`src/rtl/plot_pkg.sv`:
```
// Shared screen geometry, colour type and arbiter state encoding for the plot arbiter.
package plot_pkg;

  localparam int unsigned SCREEN_W = 160;
  localparam int unsigned SCREEN_H = 120;

  typedef logic [2:0] colour_t;

  localparam colour_t CLEAR_COLOUR = 3'b000;

  typedef enum logic [1:0] {
    ST_IDLE,
    ST_PLOT,
    ST_GAP,
    ST_CLEAR
  } state_t;

  function automatic logic in_range(input logic [7:0] px, input logic [7:0] py,
                                    input int unsigned w, input int unsigned h);
    return (32'(px) < w) && (32'(py) < h);
  endfunction

endpackage

```
`src/rtl/plot_clear_scanner.sv`:
```
// Raster counter for the clear sweep: start returns to the origin, advance steps in x then y.
module plot_clear_scanner #(
  parameter int unsigned SCREEN_W = plot_pkg::SCREEN_W,
  parameter int unsigned SCREEN_H = plot_pkg::SCREEN_H
) (
  input  logic       clk,
  input  logic       resetn,
  input  logic       start,
  input  logic       advance,
  output logic [7:0] x,
  output logic [7:0] y,
  output logic       last
);

  localparam logic [7:0] X_MAX = 8'(SCREEN_W - 1);
  localparam logic [7:0] Y_MAX = 8'(SCREEN_H - 1);

  logic [7:0] x_q, x_d;
  logic [7:0] y_q, y_d;

  assign x    = x_q;
  assign y    = y_q;
  assign last = (x_q == X_MAX) && (y_q == Y_MAX);

  // Holds at the final pixel so the counters never exceed the screen bounds.
  always_comb begin
    x_d = x_q;
    y_d = y_q;
    if (start) begin
      x_d = '0;
      y_d = '0;
    end else if (advance && !last) begin
      if (x_q == X_MAX) begin
        x_d = '0;
        y_d = y_q + 8'd1;
      end else begin
        x_d = x_q + 8'd1;
      end
    end
  end

  always_ff @(posedge clk) begin
    if (!resetn) begin
      x_q <= '0;
      y_q <= '0;
    end else begin
      x_q <= x_d;
      y_q <= y_d;
    end
  end

endmodule

```
`src/rtl/plot_arbiter.sv`:
```
// Two-player round-robin plot arbiter for a VGA adapter, with a full-screen clear sweep.
module plot_arbiter #(
  parameter int unsigned       SCREEN_W     = plot_pkg::SCREEN_W,
  parameter int unsigned       SCREEN_H     = plot_pkg::SCREEN_H,
  parameter plot_pkg::colour_t CLEAR_COLOUR = plot_pkg::CLEAR_COLOUR
) (
  input  logic       clk,
  input  logic       resetn,
  input  logic [1:0] req,
  input  logic [7:0] px0,
  input  logic [7:0] py0,
  input  logic [2:0] pc0,
  input  logic [7:0] px1,
  input  logic [7:0] py1,
  input  logic [2:0] pc1,
  output logic [1:0] ack,
  input  logic       clear_start,
  output logic       clear_busy,
  output logic [7:0] x,
  output logic [7:0] y,
  output logic [2:0] colour,
  output logic       draw_en
);

  import plot_pkg::*;

  localparam logic [7:0] X_MAX = 8'(SCREEN_W - 1);
  localparam logic [7:0] Y_MAX = 8'(SCREEN_H - 1);

  state_t     state_q, state_d;
  logic [7:0] x_q, x_d;
  logic [7:0] y_q, y_d;
  colour_t    colour_q, colour_d;
  logic       draw_en_q, draw_en_d;
  logic [1:0] ack_q, ack_d;
  logic       busy_q, busy_d;
  logic       pend_q, pend_d;
  logic       last_grant_q, last_grant_d;
  logic       grant;

  logic [7:0] scan_x, scan_y;
  logic       scan_last;
  logic       scan_start, scan_adv;

  // Scanner runs one pixel ahead of x_q/y_q so the registered outputs can load it directly.
  assign scan_start = (state_d != ST_CLEAR);
  assign scan_adv   = (state_d == ST_CLEAR);

  plot_clear_scanner #(
    .SCREEN_W(SCREEN_W),
    .SCREEN_H(SCREEN_H)
  ) u_scanner (
    .clk    (clk),
    .resetn (resetn),
    .start  (scan_start),
    .advance(scan_adv),
    .x      (scan_x),
    .y      (scan_y),
    .last   (scan_last)
  );

  always_comb begin
    state_d      = state_q;
    x_d          = x_q;
    y_d          = y_q;
    colour_d     = colour_q;
    draw_en_d    = 1'b0;
    ack_d        = '0;
    busy_d       = 1'b0;
    pend_d       = pend_q | clear_start;
    last_grant_d = last_grant_q;
    grant        = 1'b0;
    unique case (state_q)
      ST_IDLE: begin
        if (pend_q || clear_start) begin
          state_d   = ST_CLEAR;
          pend_d    = 1'b0;
          busy_d    = 1'b1;
          draw_en_d = 1'b1;
          x_d       = '0;
          y_d       = '0;
          colour_d  = CLEAR_COLOUR;
        end else if (|req) begin
          grant        = (req == 2'b11) ? ~last_grant_q : req[1];
          state_d      = ST_PLOT;
          last_grant_d = grant;
          ack_d        = grant ? 2'b10 : 2'b01;
          x_d          = grant ? px1 : px0;
          y_d          = grant ? py1 : py0;
          colour_d     = grant ? pc1 : pc0;
          draw_en_d    = in_range(x_d, y_d, SCREEN_W, SCREEN_H);
        end
      end
      ST_PLOT: state_d = ST_GAP;
      ST_GAP:  state_d = ST_IDLE;
      ST_CLEAR: begin
        if ((x_q == X_MAX) && (y_q == Y_MAX)) begin
          state_d = ST_GAP;
        end else begin
          busy_d    = 1'b1;
          draw_en_d = 1'b1;
          x_d       = scan_x;
          y_d       = scan_y;
        end
      end
      default: state_d = ST_IDLE;
    endcase
  end

  always_ff @(posedge clk) begin
    if (!resetn) begin
      state_q      <= ST_IDLE;
      x_q          <= '0;
      y_q          <= '0;
      colour_q     <= '0;
      draw_en_q    <= 1'b0;
      ack_q        <= '0;
      busy_q       <= 1'b0;
      pend_q       <= 1'b0;
      last_grant_q <= 1'b1;
    end else begin
      state_q      <= state_d;
      x_q          <= x_d;
      y_q          <= y_d;
      colour_q     <= colour_d;
      draw_en_q    <= draw_en_d;
      ack_q        <= ack_d;
      busy_q       <= busy_d;
      pend_q       <= pend_d;
      last_grant_q <= last_grant_d;
    end
  end

  assign ack        = ack_q;
  assign clear_busy = busy_q;
  assign x          = x_q;
  assign y          = y_q;
  assign colour     = colour_q;
  assign draw_en    = draw_en_q;

  logic unused_scan_last;
  assign unused_scan_last = scan_last;

endmodule

```
`config.mk`:
```
export PLATFORM = sky130hd
export DESIGN_NAME = plot_arbiter
export DESIGN_NICKNAME = d
export VERILOG_FILES = /design/src/rtl/plot_pkg.sv /design/src/rtl/plot_clear_scanner.sv /design/src/rtl/plot_arbiter.sv
export SDC_FILE = /design/constraint.sdc
export NUM_CORES = 1
export LEC_CHECK = 0
export ABC_AREA = 0
export CORE_MARGIN = 2
export CORE_UTILIZATION = 25
export CTS_BUF_LIST = sky130_fd_sc_hd__clkbuf_8
export CTS_CLUSTER_DIAMETER = 60
export DETAILED_ROUTE_END_ITERATION = 16
export PLACE_DENSITY = 0.48
export SYNTH_ARGS = -nofsm -noshare
export SYNTH_HDL_FRONTEND = slang
export SYNTH_HIERARCHICAL = 1
export SYNTH_SLANG_ARGS = --single-unit
export TNS_END_PERCENT = 50
```
`constraint.sdc`:
```
create_clock -name clk -period 3.2 [get_ports clk]
set_input_delay 0.64 -clock clk [delete_from_list [all_inputs] [get_ports clk]]
set_output_delay 0.64 -clock clk [all_outputs]
set_load 0.005 [all_outputs]
```
==> flow_summary_export.csv, run 1 <==
group,metric,value,unit
finish,synthToLayoutAreaGrowth,34.10,%
min_path,hp-class,"register to register",
min_path,worstHoldStart,"x[5]",
placement,dp_hpwl,5.742,mm
routing,wl_per_cell,15.36,um
placement,place_congestion,0.7960,
routing,ant_nets,0,
power,power_density,569.3,mW/mm2
routing,viasPerCell,4.948,
min_path,hold_path_end,"x[5]",
timing,slew-limit-headroom,62.22,%
critical_path,worstPathRequired,3430,ps
placement,port-buffer-count,65,
global_routing,grt_pass1_wl,12.36,mm
floorplanning,pin_count,66,
timing,worstMarginPinSlew,559.4,ps
routing,drt_wl_total,7.636,mm
critical_path,crit_arrival,3010,ps
routing,num_vias,2459,
routing,first_iter_violations,123,
power,p_leak,1.257,nW
synth,syn_inst,300,
finish,fin_nets,408,
critical_path,critical_path_class,"primary input to register",
timing,fmax,0.3597,GHz
synth,synth_area,0.002620,mm2
global_routing,grtUsageTotal,13.75,%
floorplanning,rows,37,
critical_path,r2r-end,"u_scanner/y[7]",
status,status,"completed",
cts,cts_buffers,5,
cts,post_cts_buffers,0,
floorplanning,die_h,106.4,um
cts,worstSkewPairLatency,300,ps
timing,fin_crit,2780,ps
cts,cts_resized,0,
critical_path,worstRegToRegCells,9,
timing,finClkSkew,9.285,ps
critical_path,critical_path.max_fanout,14,
timing,drv_slew,0,
timing,post-route-period-util,86.88,%
power,swShare,36.19,%
finish,diodes,0,
power,p_seq_share,34.1,%
critical_path,endpoint_kind,"register",
power,p_clk_share,19.9,%
global_routing,antenna_found_initial,0,
cts,cts_root_buf,"clkbuf_8",
cts,clockBufferDepth,2,
floorplanning,initial_core_util,25.61,%
synth,syn_area_per_cell,8.733,um2
critical_path,r2r_setup_slack,590,ps
floorplanning,die_w,106.4,um
cts,cts.sinks,43,
routing,firstDrtPassIters,4,
synth,yosysWarnings,6,
power,p_int,0.001277,W
cts,postCtsHoldBufs,0,
timing,finalHoldViolCount,0,
critical_path,regToRegStartpoint,"state_q[0]",
synth,syn_nets,348,
floorplanning,core_area,0.01023,mm2
routing,drc,0,
timing,tns,0,ps
floorplanning,dieArea,0.01131,mm2
cts,htree_levels,2,
timing,setup_violations,0,
timing,grt_setup_unrepaired,"no",
power,p_total,0.002000,W
global_routing,grt-ovfl-total,0,
finish,layout-drive-gt1-share,7.756,%
run,drv_cap,0,
power,combinationalPowerShare,46.0,%
power,p_switching,0.0007238,W
cts,tritoncts,"done",
finish,fill_cells,1060,
critical_path,startpoint_type,"primary input",
global_routing,grt_pass1_vias,2332,
min_path,hold_depth,2,
cts,cts.reportedPaths.clkPinSlew,90,ps
global_routing,grt_max_degree,50,
power,ir_worst_vdd,0.0002042,V
-- worst max-delay path: stages --
cell and delay [ps]:
clkdlybuf4s50_1 500, nor2_1 200, a21oi_1 90, a21oi_1 210, and2_1 200, inv_1 80
or3_4 470, or4_1 480, a21oi_1 140
-- power groups by stage --
stage          Sequential, W  Combinational, W  Clock (W)
2_1_floorplan       0.000690          0.000625          0
3_3_place_gp        0.000695          0.000927          0
3_5_place_dp        0.000697          0.000920          0
4_1_cts             0.000685          0.000925   0.000411
5_1_grt             0.000695           0.00101   0.000433
6_report            0.000682          0.000919   0.000399
-- sequential cells by signal, indices dropped and copies added, names as in the netlist --
register and count:
u_scanner/x 8, state_q 2, last_grant_q 1, colour 3
y 8, u_scanner/y 8, ack 2, clear_busy 1
x 8, pend_q 1, draw_en 1
-- routing by layer --
metal	wire, um	track usage, %
met4	111	5.075
met2	3498	20.60
met3	343	3.188
met5	0	0
met1	3681	19.10
-- layout by cell type, fill, tap and decap left out, types with 2 or more instances in the layout --
master	n
buf_4	10
o211ai_1	4
or4_1	4
a21oi_1	12
nor2_1	8
nand4b_1	2
and2_1	23
clkdlybuf4s50_1	65
nand3_1	12
o41ai_1	4
nor3_1	3
clkbuf_8	7
or3_1	6
nand2_1	27
and3_1	2
dfxtp_1	43
or2_2	3
o31ai_1	20
o21ai_0	13
ha_1	5
nand4_1	6
nor4b_1	16
mux2i_1	19
nand2b_1	3
inv_1	7
and4b_1	17
-- worst max path at each step --
stage	startpoint	endpoint	slack, ps	cells past startpoint
floorplan	clear_start	u_scanner/y[5]	260	11
global route	req[0]	u_scanner/y[3]	260	9
global placement	req[0]	u_scanner/y[7]	180	9
finish	req[0]	u_scanner/y[7]	420	9
detailed placement	req[0]	u_scanner/y[7]	150	9
CTS	req[0]	u_scanner/y[7]	450	8
-- through the flow --
step | hold WS [ps] | cell area (um2) | util (%) | cells | worst slack, ps
after floorplan | 449.4 | 2620 | - | 300 | 255.3
after global placement | 467.3 | 3410 | 33.33 | 489 | 177.5
after detailed placement | 476.1 | 3410 | 33.33 | 489 | 149.6
after CTS | 490.1 | 3513 | 34.34 | 497 | 448.6
after global routing | 524.3 | 3513 | 34.34 | 497 | 255.9
final | 485.4 | 3513 | 34.34 | 497 | 419.9
-- layout make-up --
cell class / count / area, um2 / area share [%]
sequential: 43 / 860.8 / 24.50
inverter: 7 / 26.28 / 0.7479
tap: 136 / 170.2 / 4.843
clock inverter: 1 / 7.507 / 0.2137
multi-input combinational: 228 / 1627 / 46.30
clock buffer: 7 / 96.34 / 2.742
timing repair buffer: 75 / 725.7 / 20.66
Power figures use the tool's default switching activity.
==> inputs of run 2 (changes only) <==
--- a/config.mk
+++ b/config.mk
@@ -8,8 +8,9 @@
 export ABC_AREA = 0
 export CORE_MARGIN = 2
 export CORE_UTILIZATION = 25
-export CTS_BUF_LIST = sky130_fd_sc_hd__clkbuf_8
+export CTS_BUF_LIST = sky130_fd_sc_hd__clkbuf_16
 export CTS_CLUSTER_DIAMETER = 60
+export CTS_CLUSTER_SIZE = 25
 export DETAILED_ROUTE_END_ITERATION = 16
 export PLACE_DENSITY = 0.48
 export SYNTH_ARGS = -nofsm -noshare
==> run 2 against run 1 <==
  * Core utilization increased by 0.35 points
  * Power is 4.9% higher
  * Non-clock buffer count is the same
  * Cell count unchanged
  * Setup slack got worse by 8.6 ps
  * Critical path depth unchanged
  * Clock-buffer cell count is 2 lower
  * Via count is 1.8% higher
  * Fmax shrank 0.31%
  * Clock power grew 25%
  * Combinational power about the same
  * Highest routed layer unchanged
  * Hold slack worse by 4.7 ps
==> flow_summary_export.csv, run 2 (same netlist as run 1, synthesis figures left out) <==
group,metric,value,unit
placement,place_congestion,0.7960,
cts,post_cts_buffers,0,
critical_path,worstRegToRegCells,8,
routing,firstDrtPassIters,4,
timing,worstMarginPinSlew,562.8,ps
finish,diodes,0,
timing,finClkSkew,6.327,ps
routing,viasPerCell,5.036,
floorplanning,initial_core_util,25.61,%
global_routing,grt_pass1_wl,12.43,mm
critical_path,critical_path_class,"primary input to register",
routing,ant_nets,0,
cts,postCtsHoldBufs,0,
global_routing,grt_pass1_vias,2357,
critical_path,worstPathRequired,3420,ps
critical_path,endpoint_kind,"register",
finish,final_util,34.69,%
floorplanning,core_area,0.01023,mm2
global_routing,grt-ovfl-total,0,
timing,drv_slew,0,
timing,setup_slack,411.4,ps
global_routing,antenna_found_initial,0,
run,drv_cap,0,
cts,worstSkewPairLatency,290,ps
min_path,hold_depth,2,
floorplanning,die_w,106.4,um
timing,post-route-period-util,87.15,%
cts,htree_levels,2,
floorplanning,rows,37,
placement,dp_slack,149.6,ps
cts,clockBufferDepth,2,
floorplanning,pin_count,66,
critical_path,startpoint_type,"primary input",
finish,layout_common_cells,"65 x clkdlybuf4s50_1, 43 x dfxtp_1, 27 x nand2_1",
routing,first_iter_violations,107,
routing,drc,0,
min_path,hp-class,"register to register",
finish,layout_commonest_cell,"clkdlybuf4s50_1",
cts,cts_root_buf,"clkbuf_16",
cts,cts_buffers,5,
critical_path,r2r_setup_slack,600,ps
routing,wl_per_cell,15.30,um
finish,layout-drive-gt1-share,7.202,%
cts,cts_resized,0,
finish,fin_nets,408,
finish,synthToLayoutAreaGrowth,35.48,%
min_path,worstHoldStart,"x[7]",
routing,num_vias,2503,
critical_path,critical_path.max_fanout,14,
cts,cts.sinks,43,
timing,fin_crit,2789,ps
timing,setup_violations,0,
placement,port-buffer-count,65,
timing,grt_setup_unrepaired,"no",
timing,fmax,0.3586,GHz
min_path,hold_path_end,"x[7]",
floorplanning,die_h,106.4,um
status,status,"completed",
placement,dp_hpwl,5.742,mm
global_routing,grtUsageTotal,13.80,%
critical_path,r2r-end,"u_scanner/x[7]",
critical_path,cp-startpoint,"req[0]",
critical_path,regToRegStartpoint,"x[5]",
power,p_leak,1.271,nW
timing,finalHoldViolCount,0,
floorplanning,dieArea,0.01131,mm2
timing,tns,0,ps
timing,slew-limit-headroom,61.99,%
routing,drt_wl_total,7.604,mm
critical_path,crit_arrival,3010,ps
cts,cts.reportedPaths.clkPinSlew,60,ps
power,ir_worst_vdd,0.0002460,V
power,power_density,591.2,mW/mm2
cts,tritoncts,"done",
global_routing,grt_max_degree,50,
run 2: cell types whose count changed in the layout (fill, tap and decap cells not counted), sizes merged:
cell	before	now
clkinv	0	2
clkbuf	7	5
run 2: area by class of cell:
type / count / area, um2
repair buffers: 75 / 725.7
inverters: 7 / 26.28
clock inverters: 3 / 15.01
multi-input cells: 228 / 1627
clock buffers: 5 / 125.1
fillers: 1056 / 6681
well taps: 136 / 170.2
flip-flops and latches: 43 / 860.8
run 2: report_power, final:
part,switching [W],internal [W],total [W]
Sequential,0.0000596,0.000623,0.000683
Clock,0.000214,0.000284,0.000498
Combinational,0.000461,0.000457,0.000918
run 2: how the worst max path moves through the flow:
stage | cells past startpoint | to | slack, ps
final | 9 | u_scanner/y[7] | 410
after global routing | 9 | u_scanner/y[3] | 230
after CTS | 8 | u_scanner/y[3] | 430
after detailed placement | 9 | u_scanner/y[7] | 150
after global placement | 9 | u_scanner/y[7] | 180
after floorplan | 11 | u_scanner/y[5] | 260
run 2: metrics by stage:
step | total power [W] | hold WS (ps) | instances | cell area (um2)
2_1_floorplan | 0.001315 | 449.4 | 300 | 2620
3_3_place_gp | 0.001623 | 467.3 | 489 | 3410
3_5_place_dp | 0.001618 | 476.1 | 489 | 3410
4_1_cts | 0.002120 | 486.3 | 497 | 3550
5_1_grt | 0.002238 | 520.2 | 497 | 3550
6_report | 0.002098 | 480.6 | 497 | 3550
run 2: critical path, cell delays in order:
cell,delay [ps]
clkdlybuf4s50_1,500
nor2_1,200
a21oi_1,90
a21oi_1,210
and2_1,200
inv_1,80
or3_4,470
or4_1,480
a21oi_1,140
run 2: metal layers:
| layer | part of all wire, % | global-route usage (%) |
|---|---|---|
| met2 | 44 | 20.33 |
| met1 | 48 | 19.25 |
| met5 | 0 | 0 |
| met3 | 5.3 | 3.127 |
| met4 | 2.8 | 5.733 |
==> inputs of run 3 (changes only) <==
--- a/config.mk
+++ b/config.mk
@@ -6,6 +6,7 @@
 export NUM_CORES = 1
 export LEC_CHECK = 0
 export ABC_AREA = 0
+export CORE_ASPECT_RATIO = 1.2
 export CORE_MARGIN = 2
 export CORE_UTILIZATION = 25
 export CTS_BUF_LIST = sky130_fd_sc_hd__clkbuf_16
==> run 3 against run 2 <==
  * Design area up 1.1%
  * Register-to-register slack worse by 30 ps
  * Clock power up 15%
  * Combinational power up 5.9%
  * Global-route usage about the same
  * Fmax down 0.20%
  * Via count down 0.96%
  * Hold slack worse by 3.3 ps
==> flow_summary_export.csv, run 3 (same netlist as run 1, synthesis figures left out) <==
group,metric,value,unit
min_path,hp-class,"register to register",
finish,layout_commonest_cell,"clkdlybuf4s50_1",
routing,viasPerCell,5.070,
routing,firstDrtPassIters,4,
global_routing,grtUsageTotal,13.79,%
routing,ant_nets,0,
power,power_density,621.2,mW/mm2
timing,post-route-period-util,87.32,%
global_routing,grt_max_degree,43,
finish,fin_area,0.003588,mm2
critical_path,startpoint_type,"primary input",
placement,place_area,0.003425,mm2
global_routing,grt_pass1_vias,2375,
global_routing,grt-ovfl-total,0,
finish,final_util,35.50,%
timing,finalHoldViolCount,0,
routing,num_vias,2479,
timing,fmax,0.3579,GHz
run,drv_cap,0,
cts,cts_root_buf,"clkbuf_16",
critical_path,critical_path_class,"primary input to register",
floorplanning,core_area,0.01011,mm2
cts,cts.sinks,43,
cts,cts.reportedPaths.clkPinSlew,60,ps
finish,layout-drive-gt1-share,7.989,%
cts,post_cts_buffers,0,
finish,fin_nets,410,
routing,drt_wl_total,7.666,mm
floorplanning,die_h,116.1,um
cts,tritoncts,"done",
timing,worstMarginPinSlew,537.5,ps
status,status,"completed",
timing,fin_crit,2794,ps
timing,tns,0,ps
cts,postCtsHoldBufs,0,
critical_path,crit_arrival,3010,ps
routing,wl_per_cell,15.68,um
placement,port-buffer-count,65,
cts,cts_resized,0,
floorplanning,initial_core_util,25.92,%
floorplanning,rows,40,
timing,setup_slack,405.7,ps
cts,htree_levels,2,
critical_path,critical_path.max_fanout,14,
cts,worstSkewPairLatency,290,ps
timing,drv_slew,0,
timing,grt_setup_unrepaired,"no",
routing,drc,0,
floorplanning,pin_count,66,
critical_path,endpoint_kind,"register",
placement,dp_hpwl,5.856,mm
finish,synthToLayoutAreaGrowth,36.96,%
timing,setup_violations,0,
placement,place_congestion,0.8289,
placement,dp_slack,106.2,ps
global_routing,antenna_found_initial,0,
finish,diodes,0,
critical_path,worstPathRequired,3420,ps
global_routing,grt_pass1_wl,12.54,mm
finish,layout_common_cells,"65 x clkdlybuf4s50_1, 43 x dfxtp_1, 27 x nand2_1",
timing,finClkSkew,7.382,ps
routing,first_iter_violations,121,
cts,cts_buffers,5,
power,ir_worst_vdd,0.0002190,V
cts,clockBufferDepth,2,
timing,slew-limit-headroom,64.05,%
power,p_leak,1.303,nW
floorplanning,dieArea,0.01132,mm2
floorplanning,die_w,97.45,um
==> run 3: changes by cell type in the layout (fill, tap and decap cells not counted), sizes merged <==
| cell | change |
|---|---|
| buf | +2 |
| bufinv | +1 |
| clkinvlp | -1 |
==> run 3: metrics by stage <==
step	hold slack, ps	total power [W]	cells
2_1_floorplan	449.4	0.001315	300
3_3_place_gp	465.0	0.001674	481
3_5_place_dp	469.6	0.001668	481
4_1_cts	483.3	0.002256	489
5_1_grt	498.2	0.002371	489
6_report	477.3	0.002229	489
==> run 3: path summary, 6_finish.rpt <==
| kind | endpoint | slack, ps | start | cells after the start |
|---|---|---|---|---|
| max | u_scanner/y[3] | 410 | req[0] | 9 |
| min | x[4] | 480 | x[4] | 2 |
| max reg2reg | u_scanner/y[3] | 570 | state_q[0] | 9 |
| min reg2reg | x[4] | 480 | x[4] | 2 |
==> run 3: power by group <==
part / internal (W) / switching [W]
Combinational: 0.000496 / 0.000476
Sequential: 0.000623 / 0.0000583
Clock: 0.000364 / 0.000211
Total: 0.00148 / 0.000746
==> run 3: metal layers <==
layer  wire (um)  track usage [%]  share of wire (%)  vias up
met3         251            2.693                3.3        4
li1            -                -                  -     1263
met4          88            3.889                1.1        0
met1        3685            18.15                 48     1163
met5           0                0                  0        -
met2        3640            23.26                 47       49
==> run 3: layout make-up <==
type | instances | area, um2
Fill cell | 1069 | 6521
Multi-Input combinational cell | 228 | 1627
Sequential cell | 43 | 860.8
Timing Repair Buffer | 77 | 753.2
Tap cell | 126 | 157.7
Clock buffer | 5 | 125.1
Clock inverter | 3 | 38.79
Inverter | 7 | 26.28
==> run 3: critical path, cell delays in order <==
cell	delay [ps]
clkdlybuf4s50_1	490
nor2_1	180
a21oi_1	90
a21oi_1	220
and2_1	220
inv_1	80
or3_4	460
or4_1	480
a21oi_1	140
